[config.mk]
export PLATFORM = sky130hd
export DESIGN_NAME = mmio_timer
export DESIGN_NICKNAME = d
export VERILOG_FILES = /design/src/rtl/mmio_timer_pkg.sv /design/src/rtl/timer_prescaler.sv /design/src/rtl/mmio_timer.sv
export SDC_FILE = /design/constraint.sdc
export NUM_CORES = 1
export LEC_CHECK = 0
export ABC_CLOCK_PERIOD_IN_PS = 3900
export CORE_MARGIN = 8
export CORE_UTILIZATION = 52
export DETAILED_ROUTE_END_ITERATION = 10
export DONT_BUFFER_PORTS = 1
export GPL_ROUTABILITY_DRIVEN = 0
export GPL_TIMING_DRIVEN = 0
export PLACE_DENSITY_LB_ADDON = 0.15
export SLEW_MARGIN = 20
export SYNTH_ARGS = -nofsm -noshare
export SYNTH_HDL_FRONTEND = slang
export SYNTH_HIERARCHICAL = 1
export SYNTH_SLANG_ARGS = --single-unit
[constraint.sdc]
create_clock -name clk -period 3.9 [get_ports clk]
set_input_delay 1.17 -clock clk [delete_from_list [all_inputs] [get_ports clk]]
set_output_delay 1.17 -clock clk [all_outputs]
set_load 0.02 [all_outputs]
[src/rtl/mmio_timer_pkg.sv]
// Shared constants for the memory-mapped down-counting timer: register offsets,
// CTRL bit positions and the decoded window size.
package mmio_timer_pkg;

  localparam int unsigned WIN_W  = 5;
  localparam int unsigned IDX_W  = 3;
  localparam int unsigned DATA_W = 32;

  localparam logic [IDX_W-1:0] OFF_CTRL     = 3'd0;
  localparam logic [IDX_W-1:0] OFF_PRESCALE = 3'd1;
  localparam logic [IDX_W-1:0] OFF_LOAD     = 3'd2;
  localparam logic [IDX_W-1:0] OFF_STATUS   = 3'd3;
  localparam logic [IDX_W-1:0] OFF_COUNT    = 3'd4;

  localparam int unsigned CTRL_W      = 3;
  localparam int unsigned CTRL_EN     = 0;
  localparam int unsigned CTRL_AUTO   = 1;
  localparam int unsigned CTRL_IRQ_EN = 2;

endpackage

[src/rtl/timer_prescaler.sv]
// Divides the clock by PRESCALE+1 while enabled; holds its phase when disabled.
module timer_prescaler #(
  parameter int unsigned PRESCALE_W = 16
) (
  input  logic                  clk,
  input  logic                  reset,
  input  logic                  en,
  input  logic [PRESCALE_W-1:0] prescale,
  input  logic                  clear,
  output logic                  tick
);

  logic [PRESCALE_W-1:0] pcnt;

  assign tick = en && (pcnt == prescale);

  // Clear wins so a reprogrammed period always starts from a fresh phase.
  always_ff @(posedge clk or negedge reset) begin
    if (!reset) begin
      pcnt <= '0;
    end else if (clear) begin
      pcnt <= '0;
    end else if (tick) begin
      pcnt <= '0;
    end else if (en) begin
      pcnt <= pcnt + PRESCALE_W'(1);
    end
  end

endmodule

[src/rtl/mmio_timer.sv]
// Bus-responder timer: register file, address decode, combinational read mux
// and the COUNT/EXPIRED update logic around a shared prescaler.
module mmio_timer
  import mmio_timer_pkg::*;
#(
  parameter logic [31:0] BASE_ADDR  = 32'hFFFF_0000,
  parameter int unsigned PRESCALE_W = 16
) (
  input  logic              clk,
  input  logic              reset,
  input  logic              memwrite,
  input  logic [DATA_W-1:0] dataadr,
  input  logic [DATA_W-1:0] writedata,
  output logic [DATA_W-1:0] readdata,
  output logic              sel_hit,
  output logic              irq
);

  logic [CTRL_W-1:0]     ctrl;
  logic [PRESCALE_W-1:0] prescale;
  logic [DATA_W-1:0]     load;
  logic [DATA_W-1:0]     count;
  logic                  expired;

  logic [IDX_W-1:0] reg_idx;
  logic             wr;
  logic             wr_ctrl;
  logic             wr_prescale;
  logic             wr_load;
  logic             clr_status;
  logic             tick;
  logic             expire;
  logic             unused_adr;

  assign sel_hit     = (dataadr[DATA_W-1:WIN_W] == BASE_ADDR[DATA_W-1:WIN_W]);
  assign reg_idx     = dataadr[WIN_W-1:2];
  assign unused_adr  = ^dataadr[1:0];
  assign wr          = memwrite && sel_hit;
  assign wr_ctrl     = wr && (reg_idx == OFF_CTRL);
  assign wr_prescale = wr && (reg_idx == OFF_PRESCALE);
  assign wr_load     = wr && (reg_idx == OFF_LOAD);
  assign clr_status  = wr && (reg_idx == OFF_STATUS) && writedata[0];
  assign expire      = tick && (count == DATA_W'(1));

  timer_prescaler #(
    .PRESCALE_W (PRESCALE_W)
  ) u_prescaler (
    .clk      (clk),
    .reset    (reset),
    .en       (ctrl[CTRL_EN]),
    .prescale (prescale),
    .clear    (wr_prescale || wr_load),
    .tick     (tick)
  );

  // Configuration registers.
  always_ff @(posedge clk or negedge reset) begin
    if (!reset) begin
      ctrl     <= '0;
      prescale <= '0;
      load     <= '0;
    end else begin
      if (wr_ctrl)     ctrl     <= writedata[CTRL_W-1:0];
      if (wr_prescale) prescale <= writedata[PRESCALE_W-1:0];
      if (wr_load)     load     <= writedata;
    end
  end

  // COUNT: a LOAD write overrides any tick update in the same cycle.
  always_ff @(posedge clk or negedge reset) begin
    if (!reset) begin
      count <= '0;
    end else if (wr_load) begin
      count <= writedata;
    end else if (tick) begin
      if (count > DATA_W'(1)) begin
        count <= count - DATA_W'(1);
      end else if (expire) begin
        count <= ctrl[CTRL_AUTO] ? load : '0;
      end
    end
  end

  // EXPIRED: a new expiry beats a same-cycle clear so the event is kept.
  always_ff @(posedge clk or negedge reset) begin
    if (!reset) begin
      expired <= 1'b0;
    end else if (expire) begin
      expired <= 1'b1;
    end else if (clr_status) begin
      expired <= 1'b0;
    end
  end

  assign irq = expired && ctrl[CTRL_IRQ_EN];

  always_comb begin
    readdata = '0;
    if (sel_hit) begin
      case (reg_idx)
        OFF_CTRL:     readdata = DATA_W'(ctrl);
        OFF_PRESCALE: readdata = DATA_W'(prescale);
        OFF_LOAD:     readdata = load;
        OFF_STATUS:   readdata = DATA_W'(expired);
        OFF_COUNT:    readdata = count;
        default:      readdata = '0;
      endcase
    end
  end

endmodule

Word level (Yosys, flattened, before mapping)
Index checks and enable logic that the tools add are counted.

cells by class
  add/subtract/negate cells = 2
  order comparisons = 1
  equality and inequality tests = 7
  multiplexer cells = 12
  reduce and logical (&&, ||, !) cells = 16

operators with widths
  kind                                                  count
  2-to-1 mux 32 bit                                     6
  case mux 32 bit (5 select lines)                      1
  2-to-1 mux 16 bit                                     3
  equality test 32 x 1 -> 1 bit, second input constant  1
  > comparator 32 x 1 -> 1 bit, second input constant   1
  subtractor 32 x 1 -> 32 bit, second input constant    1
  equality test 27 bit, second input constant           1
  adder 16 x 1 -> 16 bit, second input constant         1
  equality test 16 bit                                  1
  logical AND 1 bit                                     9
  equality test 3 x 2 -> 1 bit, second input constant   2
  nonzero test 3 bit                                    2
  nonzero test 2 bit                                    2
  equality test 3 x 1 -> 1 bit, second input constant   1
  equality test 3 bit, second input constant            1
  zero test 3 bit                                       1
  2-to-1 mux 1 bit                                      2
  AND reduction 2 bit                                   1
  logical OR 1 bit                                      1

word-level totals
  register bits = 100
  input port bits = 67
  output and inout bits = 34
  word-level logic and storage cells = 44

Logic depth before layout (Yosys ltp)
  depth in word-level cells = 7
  depth in mapped cells = 15
  depth with buffers taken out = 11

Hierarchy
Netlist, hierarchy kept.

by module, submodules not included
  module           instances  cells each  area each (um^2)  seq. area each (um^2)
  mmio_timer       1          688         5431.5            2102.0
  timer_prescaler  1          117         1096.1            400.4

Worst setup path before layout
OpenSTA, ideal clock, no wires.

  path type = input -> output
  start = input dataadr[6]
  end = output readdata[21]
  data arrival time = 3143 ps
  required time = 2730 ps
  slack = -413 ps
  cell stages on the path = 8
  path buffers = 2
  cells stage by stage = or3_1 or3_1 or2_2 inv_1 nand2_1 clkbuf_1 buf_1 nor2_1

between the ends
  cells in the longest elaborated chain, start to end = 2

RTL lines
  item                  line              source
  start: declaration    mmio_timer.sv:12  input logic [DATA_W-1:0] dataadr,
  equality test 27 bit  mmio_timer.sv:35  assign sel_hit = (dataadr[DATA_W-1:WIN_W] == BASE_ADDR[DATA_W-1:WIN_W]);
  net sel_hit           mmio_timer.sv:15  output logic sel_hit,
  2-to-1 mux 32 bit     mmio_timer.sv:99  if (sel_hit) begin
  end: declaration      mmio_timer.sv:14  output logic [DATA_W-1:0] readdata,

The timed path passes the listed nets, and every way through them passes these cells.

Worst setup path in the final report
  start = input dataadr[6]
  end = output readdata[27]

The elaborated chain is that of the path after synthesis.

==> impl_metrics.py <==
metrics = {
    "timing": {
        "fin_worst_skew_ns": 0.00924,
        "period_needed_ns": 3.99,
        "tightest_slew_ns": 0.830,
        "fin_crit_sh": 1.02,
        "fin_ws_ns": -0.0936,
        "slew_violations": 0,
        "rsz0062_at_grt": "true",
        "fmax_mhz": 250,
        "slew_headroom": 0.441,
        "fin_hold_ws_ns": 0.500,
        "finalSetupViolCount": 23,
        "final-hold-violation-count": 0,
        "finalSetupTns_ns": -1.12,
    },
    "place": {
        "placedCellCount": 977,
        "port_buffers": 0,
        "dp_hpwl_um": 16300,
        "placed_cell_area_um2": 6930,
        "pre_cts_slack_ns": -0.539,
    },
    "run_status": {
        "status": "finished, violations left",
        "violations": "setup timing",
    },
    "setup_path": {
        "startpoint_type": "input pin",
        "worst-path-buf-inv": 3,
        "crit_path_end_kind": "primary output",
        "rrSetupSlack_ns": 0.25,
        "timing.rr.start": "u_prescaler/pcnt[3]",
        "reg2regPathDepth": 11,
        "slowest_delay_ns": 0.36,
        "cp.arrival_ns": 2.82,
        "worstPathRequired_ns": 2.73,
        "cp_common_cell": "clkbuf_16",
        "crit_slowest_cell": "or3_1",
        "crit_fanout": 6,
        "path_class": "in2out",
        "r2r_end": "count[4]",
        "crit_family": "simple AND/OR/NAND/NOR gates",
        "cp_cell_sequence": "or3_1 -> or3_4 -> or2_4 -> inv_6 -> nand2_4 -> clkbuf_16 -> clkbuf_16 -> nor2_4",
    },
    "clock_network": {
        "cts.sinks": 100,
        "clk_pin_slew_ns": 0.07,
        "h-tree-depth": 3,
        "cts_hold_buf": 0,
        "cts_tree": "built",
        "cts.path.max_buffers": 2,
        "clock_latency_ns": 0.36,
        "cts_root_buffer": "clkbuf_16",
        "cts_made_buffers": 9,
    },
    "synthesis": {
        "ys_ff_latch": 100,
        "syn_avg_cell_area_um2": 8.11,
        "synth_edf_count": 0,
        "async_flop_share": 1.00,
        "synthTopCellsByArea": "dfrtp_1, nand2_1, nor2_1, xor2_1, a21oi_1",
        "synth_area_leader_cell": "dfrtp_1",
        "synth_top_cell_area_share": 0.383,
        "yosysMostFrequentCell": "nand2_1",
        "ys.flop_type": "dfrtp_1",
        "synth_cell_types": 67,
        "syn_area_um2": 6530,
        "syn_nets": 875,
        "yosys-top-cells-count": "nand2_1, dfrtp_1, nor2_1",
        "ys_seq_area_frac": 0.383,
        "synth_cells": 805,
        "ys_warn_count": 6,
    },
    "die": {
        "die_h_um": 128,
        "initial_core_util": 0.526,
        "rows": 41,
        "ios": 101,
        "core-area_um2": 12400,
        "dieArea_um2": 16400,
        "die_x_um": 128,
    },
    "global_route": {
        "grt_usage": 0.278,
        "antenna_found_initial": 0,
        "first_global_vias": 6295,
        "grt_pass1_wl_um": 35400,
        "grt_overflow": 0,
        "grt_max_degree": 101,
    },
    "power": {
        "intPower_mw": 1.63,
        "leakagePower_nw": 2.98,
        "total_power_mw": 2.08,
        "combPwrFrac": 0.022,
        "max-vdd-ir-drop_mv": 0.217,
        "clock_power_share": 0.478,
        "switchingPower_mw": 0.448,
        "p_seq_frac": 0.500,
        "power_density_nw_per_um2": 278,
        "swShare": 0.216,
    },
    "finish": {
        "fin_util": 0.601,
        "multiInputGateArea_um2": 3990,
        "fin_area_um2": 7460,
        "area_delta_synth_final_pct": 14.3,
        "fin_nets": 890,
        "drive_gt1_frac": 0.147,
        "num-fill-cells": 1143,
        "instances_no_fill": 997,
        "diodes": 0,
        "final-seq-area_um2": 2500,
    },
    "drt": {
        "drt_iter0_drc": 639,
        "drt-vias-per-instance": 6.47,
        "routed_wl_um": 23000,
        "ant_nets": 0,
        "vias": 6453,
        "dr.pass1.iters": 6,
        "wl_per_cell_um": 23.1,
        "drc": 0,
    },
    "hold_path": {
        "min_path_type": "in2async",
    },
    "job": {
        "drv_cap": 0,
    },
}
[power groups by stage]
stage | clock, mW | sequential [mW] | combinational [mW]
2_1_floorplan | 0 | 1.06 | 0.0293
3_3_place_gp | 0 | 1.06 | 0.0406
3_5_place_dp | 0 | 1.06 | 0.0412
4_1_cts | 0.999 | 1.04 | 0.0438
5_1_grt | 1.03 | 1.04 | 0.0502
6_report | 0.992 | 1.04 | 0.0467
[worst max-delay path by stage]
stage                    start                    to  slack, ns  cells after the start
floorplan           dataadr[6]          readdata[10]      0.002                      7
global placement    dataadr[6]  u_prescaler/pcnt[10]      -0.49                     13
detailed placement  dataadr[2]  u_prescaler/pcnt[10]      -0.54                     15
CTS                 dataadr[6]          readdata[24]      -0.12                      8
global route        dataadr[6]          readdata[27]      -0.13                      8
finish              dataadr[6]          readdata[27]      -0.09                      8
[sequential cells by signal, indices dropped and copies added (netlist names)]
register          flops
ctrl                  3
count                32
expired               1
prescale             16
load                 32
u_prescaler/pcnt     16
[cells by family (layout without fill, tap and decap cells)]
group / count (synthesis) / count (layout) / synth area share
compound gates: 164 / 164 / 0.160
buf+inv: 68 / 88 / 0.0443
simple gates: 394 / 394 / 0.293
xor+xnor: 49 / 49 / 0.0657
fa+ha+maj: 3 / 3 / 0.00575
flops: 100 / 100 / 0.383
mux: 27 / 27 / 0.0472
[worst reg2reg max path: stages, from the launching register on]
cell,delay [ns]
dfrtp_1,0.46
xor2_1,0.20
nor4_1,0.31
nand2_1,0.10
nor4_2,0.31
buf_4,0.23
clkbuf_1,0.45
clkinvlp_4,0.45
a21oi_2,0.36
clkbuf_2,0.33
nor2_1,0.08
o41ai_1,0.27
[area by class of cell]
cell class / count / share of cell area
plain buffers: 60 / 0.0450
inverters: 8 / 0.00520
repair buffers: 4 / 0.00721
clock buffers: 10 / 0.0320
well taps: 172 / 0.0289
multi-input cells: 637 / 0.534
clock inverters: 6 / 0.0117
flip-flops and latches: 100 / 0.336
[cells in the final DEF (no fill, tap or decap), types with 4 or more instances in the layout]
cell type / n
buf_4: 4
nor2_4: 25
clkinvlp_4: 4
inv_1: 6
xnor2_1: 16
nand2_1: 142
clkbuf_1: 33
o41ai_1: 5
nor4_1: 16
or3_1: 10
xor2_1: 33
nor2_1: 64
a21oi_1: 55
dfrtp_1: 100
nor2_2: 6
mux2i_1: 6
nand3_1: 18
and4b_1: 5
buf_2: 6
o21ai_0: 34
clkbuf_2: 8
a211oi_1: 4
clkbuf_16: 11
mux2_2: 20
a31oi_1: 12
and3_1: 12
or4_1: 5
nor3_1: 27
a22oi_1: 14
a32oi_1: 6
nand4_1: 26
[metal layers]
layer / vias up / part of all wire / GRT usage
met4: 0 / 0.027 / 0.107
li1: 2908 / - / -
met5: - / 0 / 0
met2: 381 / 0.46 / 0.440
met1: 3108 / 0.40 / 0.357
met3: 56 / 0.12 / 0.0728
[repair_timing]
item / CTS / global route
hold endpoints to repair: 0 / 0
cloned: 1 / 1
pin swaps: 12 / 8
setup buffers: 1 / 1
resized for setup: 32 / 18
setup endpoints to repair: 34 / 51
No activity file was read; power rests on OpenSTA's default activity.
